===== config.mk =====
export PLATFORM = sky130hd
export DESIGN_NAME = vga_capture
export DESIGN_NICKNAME = d
export VERILOG_FILES = /design/src/rtl/vga_capture.sv
export SDC_FILE = /design/constraint.sdc
export NUM_CORES = 1
export LEC_CHECK = 0
export ABC_AREA = 1
export ABC_CLOCK_PERIOD_IN_PS = 3400
export CORE_ASPECT_RATIO = 1.2
export CORE_MARGIN = 10
export CORE_UTILIZATION = 25
export DETAILED_ROUTE_END_ITERATION = 10
export SLEW_MARGIN = 20
export SYNTH_ARGS = -nofsm -noshare
export SYNTH_HDL_FRONTEND = slang
export SYNTH_SLANG_ARGS = --single-unit

===== constraint.sdc =====
create_clock -name clock_50 -period 3.4 [get_ports clock_50]
set_input_delay 0.51 -clock clock_50 [delete_from_list [all_inputs] [get_ports clock_50]]
set_output_delay 0.51 -clock clock_50 [all_outputs]
set_load 0.01 [all_outputs]

===== src/rtl/vga_capture.sv =====
// VGA capture front end: checks incoming video timing against the expected active
// window and, once timing is verified, writes a 2x-decimated copy into a framebuffer.
module vga_capture #(
  parameter int H_ACT       = 560,
  parameter int V_ACT       = 384,
  parameter int FB_WORDS    = 53760,
  parameter int LOCK_FRAMES = 2
) (
  input  logic        clock_50,
  input  logic        reset,
  input  logic        pix_en,
  input  logic        vga_hs,
  input  logic        vga_vs,
  input  logic        vga_blank_n,
  input  logic [7:0]  vga_r,
  input  logic [7:0]  vga_g,
  input  logic [7:0]  vga_b,
  output logic [15:0] wr_adr,
  output logic [23:0] wr_data,
  output logic        wr_en,
  output logic        locked,
  output logic        frame_done,
  output logic        err
);

  localparam logic [9:0]  H_ACT_W    = 10'(H_ACT);
  localparam logic [9:0]  V_ACT_W    = 10'(V_ACT);
  localparam logic [16:0] FB_WORDS_W = 17'(FB_WORDS);
  localparam logic [7:0]  LOCK_W     = 8'(LOCK_FRAMES);
  localparam logic [9:0]  CNT_MAX    = 10'h3FF;

  typedef enum logic [1:0] {
    SEARCH  = 2'd0,
    ALIGN   = 2'd1,
    CAPTURE = 2'd2
  } state_t;

  state_t      r_state;
  state_t      w_state_next;
  logic        r_hs_prev;
  logic        r_vs_prev;
  logic [9:0]  r_pix_cnt;
  logic [9:0]  r_line_cnt;
  logic        r_bad;
  logic [16:0] r_ptr;
  logic [7:0]  r_good_cnt;
  logic [7:0]  w_good_cnt_next;
  logic        w_locked_next;
  logic        w_frame_done_next;
  logic        w_err_set;
  logic        w_hs_fall;
  logic        w_vs_fall;
  logic        w_active;
  logic [9:0]  w_pix_now;
  logic        w_line_end;
  logic        w_line_has;
  logic        w_line_bad;
  logic [9:0]  w_lines_now;
  logic        w_frame_good;
  logic        w_wr_ok;
  logic [15:0] r_wr_adr;
  logic [23:0] r_wr_data;
  logic        r_wr_en;
  logic        r_locked;
  logic        r_frame_done;
  logic        r_err;

  assign w_hs_fall = pix_en & r_hs_prev & ~vga_hs;
  assign w_vs_fall = pix_en & r_vs_prev & ~vga_vs;
  assign w_active  = pix_en & vga_blank_n;
  assign w_pix_now = (w_active && (r_pix_cnt != CNT_MAX)) ? r_pix_cnt + 10'd1 : r_pix_cnt;

  // A vsync edge also closes the line in progress, so a line ending on a
  // coincident hsync/vsync sample is still judged as part of the old frame.
  assign w_line_end   = w_hs_fall | w_vs_fall;
  assign w_line_has   = w_line_end & (w_pix_now != 10'd0);
  assign w_line_bad   = w_line_has & (w_pix_now != H_ACT_W);
  assign w_lines_now  = (w_line_has && (r_line_cnt != CNT_MAX)) ? r_line_cnt + 10'd1 : r_line_cnt;
  assign w_frame_good = ~r_bad & ~w_line_bad & (w_lines_now == V_ACT_W) & (w_lines_now != CNT_MAX);

  assign w_wr_ok = (r_state == CAPTURE) & w_active & ~w_vs_fall & ~r_bad
                 & ~r_pix_cnt[0] & ~r_line_cnt[0]
                 & (r_pix_cnt < H_ACT_W) & (r_ptr < FB_WORDS_W);

  always_ff @(posedge clock_50 or negedge reset) begin
    if (!reset) begin
      r_hs_prev <= 1'b0;
      r_vs_prev <= 1'b0;
    end else if (pix_en) begin
      r_hs_prev <= vga_hs;
      r_vs_prev <= vga_vs;
    end
  end

  always_ff @(posedge clock_50 or negedge reset) begin
    if (!reset) begin
      r_pix_cnt  <= 10'd0;
      r_line_cnt <= 10'd0;
      r_bad      <= 1'b0;
      r_ptr      <= 17'd0;
    end else if (w_vs_fall) begin
      r_pix_cnt  <= 10'd0;
      r_line_cnt <= 10'd0;
      r_bad      <= 1'b0;
      r_ptr      <= 17'd0;
    end else begin
      if (w_hs_fall) begin
        r_pix_cnt  <= 10'd0;
        r_line_cnt <= w_lines_now;
        if (w_line_bad || (w_lines_now == CNT_MAX)) begin
          r_bad <= 1'b1;
        end
      end else begin
        r_pix_cnt <= w_pix_now;
      end
      if (w_wr_ok) begin
        r_ptr <= r_ptr + 17'd1;
      end
    end
  end

  always_ff @(posedge clock_50 or negedge reset) begin
    if (!reset) begin
      r_state    <= SEARCH;
      r_good_cnt <= 8'd0;
    end else begin
      r_state    <= w_state_next;
      r_good_cnt <= w_good_cnt_next;
    end
  end

  // All state decisions happen only on a vsync falling edge, using the
  // verdict on the frame that edge closes.
  always_comb begin
    w_state_next      = r_state;
    w_good_cnt_next   = r_good_cnt;
    w_locked_next     = r_locked;
    w_frame_done_next = 1'b0;
    w_err_set         = 1'b0;
    if (w_vs_fall) begin
      case (r_state)
        SEARCH: begin
          w_state_next    = ALIGN;
          w_good_cnt_next = 8'd0;
        end
        ALIGN: begin
          if (w_frame_good) begin
            if ((r_good_cnt + 8'd1) >= LOCK_W) begin
              w_state_next    = CAPTURE;
              w_locked_next   = 1'b1;
              w_good_cnt_next = 8'd0;
            end else begin
              w_good_cnt_next = r_good_cnt + 8'd1;
            end
          end else begin
            w_good_cnt_next = 8'd0;
          end
        end
        CAPTURE: begin
          if (w_frame_good) begin
            w_frame_done_next = 1'b1;
          end else begin
            w_state_next    = ALIGN;
            w_locked_next   = 1'b0;
            w_err_set       = 1'b1;
            w_good_cnt_next = 8'd0;
          end
        end
        default: begin
          w_state_next    = SEARCH;
          w_locked_next   = 1'b0;
          w_good_cnt_next = 8'd0;
        end
      endcase
    end
  end

  always_ff @(posedge clock_50 or negedge reset) begin
    if (!reset) begin
      r_wr_adr     <= 16'd0;
      r_wr_data    <= 24'd0;
      r_wr_en      <= 1'b0;
      r_locked     <= 1'b0;
      r_frame_done <= 1'b0;
      r_err        <= 1'b0;
    end else begin
      r_wr_en      <= w_wr_ok;
      r_locked     <= w_locked_next;
      r_frame_done <= w_frame_done_next;
      r_err        <= r_err | w_err_set;
      if (w_wr_ok) begin
        r_wr_adr  <= r_ptr[15:0];
        r_wr_data <= {vga_r, vga_g, vga_b};
      end
    end
  end

  assign wr_adr     = r_wr_adr;
  assign wr_data    = r_wr_data;
  assign wr_en      = r_wr_en;
  assign locked     = r_locked;
  assign frame_done = r_frame_done;
  assign err        = r_err;

endmodule

==> results.yml <==
outcome:
  outcome: "completed"
timing:
  finalHoldViolCount: 0
  worst_rel_slew_slack_pct: 36.3
  endpoints_failing_setup: 0
  tightestPinTransition_ns: 0.955
  max_clock_freq_mhz: 333
  part_of_the_cycle_the_worst_path_needs_pct: 88.2
  finalCriticalPeriod_ns: 3.00
  grt_setup_unrepaired: "no"
  fin_skew_ns: 0.0135
  setup_total_negative_slack_ns: 0
  slew_violations: 0
global_routing:
  grt_ovf: 0
  initial_antenna_violation_count: 0
  grt_util_all_layers_pct: 9.28
  globalRouteMet2Util_pct: 15.9
  first_global_vias: 3881
  grt_start_max_net_pins: 78
  grt_first_pass_wirelength_um: 19200
  gr-max-usage-layer: "met2"
  grt_util_met1_pct: 10.8
  grtUsageMet3_pct: 1.92
clock_tree:
  worst_setup_hold_path_clk_slew_ns: 0.07
  cts-hold-fix-buffers: 0
  root_buf_cell: "clkbuf_16"
  cts.htree.levels: 3
  post-cts-setup-buffer-count: 0
  clock_tree_buffer_depth: 2
  clk-insertion-delay-late_ns: 0.36
  cts.repair.resized: 0
  cts_tree: "built"
  cts-buffers-inserted: 9
  clock_sink_count: 94
power:
  p_leak_nw: 2.84
  p_per_area_mw_per_mm2: 604
  vdd_drop_max_v: 0.000256
setup_path:
  crit_chain: "ha_1, nand2_1, nor2_2, nand3_4, nand2_2, nand2_1, nand2_1, nand2_2, nor2_4, nand3_2, nand2_1, nand2_1, nand2_2, nand2_2, nor2_4, nand4_4, a21oi_1, nand2_1, nand2_1, nand2_1"
  r2r.worst_path.cells: 20
  signal_arrival_time_at_the_worst_endpoint_ns: 3.24
  peak_per_stage_delay_on_the_critical_path_ns: 0.44
  cp_capture_type: "flip-flop"
  crit_slowest_cell: "dfrtp_1"
  critical_path_peak_fanout: 15
  crit_path_frequent_cell: "nand2_1"
  worstSetupPathType: "reg -> reg"
  sort_of_element_at_the_start_of_the_critical_path: "flip-flop"
  timing.critical_path.required_ns: 3.64
drt:
  detail_route.iter0.violations: 211
  postRouteWirelength_um: 11600
  drc_errors: 0
  ant_nets: 0
  vias_per_cell: 4.33
  drt-pass1-iter-count: 4
  num_vias: 4050
  avgRoutedWirePerCell_um: 12.4
logic_synthesis:
  synth_flop_cell: "dfrtp_1"
  synth.distinct_cells: 40
  syn_inst: 596
  ys_seq_elements: 94
  syn-cell-area_mm2: 0.00479
  synth_fp_nets: 631
  yosysWarnings: 0
  synth_area_per_cell_um2: 8.04
  synth.yosys.seq_area_share_pct: 49.1
  synthSimpleGateAreaFrac_pct: 33.9
  dominant_combinational_cell_family_by_area_after_synthesis: "simple AND/OR/NAND/NOR gates"
  synth-adder-area-share_pct: 1.31
  post_synth_xor_area_fraction_pct: 2.19
  synth_enable_flop_cells: 0
  share_of_synthesized_area_spent_on_multiplexers_pct: 0
  async_flop_share_pct: 100
  synthesized_area_fraction_occupied_by_ao_oa_aoi_and_oai_cells_pct: 6.40
floorplanning:
  floorplan.initialDensity_pct: 25.4
  die_width_um: 146
  core_mm2: 0.0189
  ioPinCount: 74
  die_y_um: 172
  floorplan.rows: 55
  floorplan.die_area_mm2: 0.0251
placement:
  gpl.final_weighted_congestion: 0.826
  port_buffers: 73
  place.detailed.hpwl_um: 8620
finish:
  layout_cell_share_with_drive_strength_beyond_1_pct: 10.8
  areaGrowthSynthToFinish_pct: 28.0
  most-common-layout-cells: "nand2_1, dfrtp_1, clkdlybuf4s50_1, inv_1, nor2_1"
  antennaDiodeCount: 0
  finalCoreUtilization_pct: 32.5
  final_nets: 709
  final_common_cell: "nand2_1"
hold_path:
  holdCritPathClass: "in -> async"
run:
  max_cap_viol_count: 0
## layout make-up
type	count	area, µm²
fill	2017	12700
sequential	94	2350
multi-input combinational	419	2100
timing repair buffer	83	803
tap	256	320
inverter	67	253
clock buffer	11	243
clock inverter	5	63.8
## per-layer routing
layer	vias up	routed length, µm
li1	2069	-
met1	1902	4890
met2	63	6000
met3	16	408
met4	0	285
met5	-	0
## report_power, final
part	switching [W]	internal [W]	leakage, nW
logic	0.000630	0.000512	1.42
clock network	0.000451	0.000597	0.147
registers	0.000165	0.00135	1.27
total	0.00125	0.00246	2.84
## critical path, delay by kind of cell, from the launching register on
family | cells | cell delay [ns]
simple gates | 18 | 1.98
flops | 1 | 0.44
fa+ha+maj | 1 | 0.23
compound gates | 1 | 0.23
## path summary, 6_finish.rpt
path	endpoint	start	slack, ns
max	r_state[0]	r_pix_cnt[0]	0.40
min	wr_adr[7]	reset	0.31
max reg2reg	r_state[0]	r_pix_cnt[0]	0.40
min reg2reg	wr_data[15]	wr_data[15]	0.47
max in group asynchronous	wr_data[12]	reset	2.27
min in group clock_50	wr_data[15]	wr_data[15]	0.47
## registers in the layout, summed over array words and instances (netlist names)
| name | count |
|---|---|
| wr_en | 1 |
| wr_adr | 16 |
| r_bad | 1 |
| locked | 1 |
| r_vs_prev | 1 |
| r_line_cnt | 10 |
| r_state | 2 |
| err | 1 |
| r_pix_cnt | 10 |
| r_hs_prev | 1 |
| wr_data | 24 |
| frame_done | 1 |
| r_ptr | 17 |
| r_good_cnt | 8 |
## per-stage QoR
step                      total power, W  instance area, µm²  worst slack, ns  std cells  hold slack, ns
after floorplan                  0.00217                4790            0.823        596           0.214
after global placement           0.00269                5830            0.152        919           0.453
after detailed placement         0.00269                5830            0.118        919           0.459
after CTS                        0.00376                6130            0.392        935           0.349
after global routing             0.00395                6130           0.0558        935           0.397
final                            0.00371                6130            0.401        935           0.314
## cells in the mapped netlist, types with 2 or more instances
library cell	instances	area [µm²]
a21oi_1	21	105
and2_1	2	12.5
buf_1	2	7.51
buf_2	2	10.0
buf_6	2	22.5
clkbuf_1	9	33.8
clkinv_1	3	11.3
dfrtp_1	94	2350
ha_1	5	62.6
inv_1	60	225
inv_2	3	11.3
nand2_1	185	694
nand2_2	16	100
nand3_1	28	140
nand3_2	3	30.0
nand4_1	23	144
nor2_1	46	173
nor2_2	10	62.6
nor2_4	6	67.6
nor3_1	15	75.1
nor4_1	6	37.5
o21a_1	2	15.0
o21ai_0	24	120
o21ai_1	2	10.0
xor2_1	12	105
## cells by family after synthesis
family          count (synthesis)
flops                          94
simple gates                  347
xor+xnor                       12
compound gates                 55
fa+ha+maj                       5
buf+inv                        83
Power figures use the tool's default switching activity.
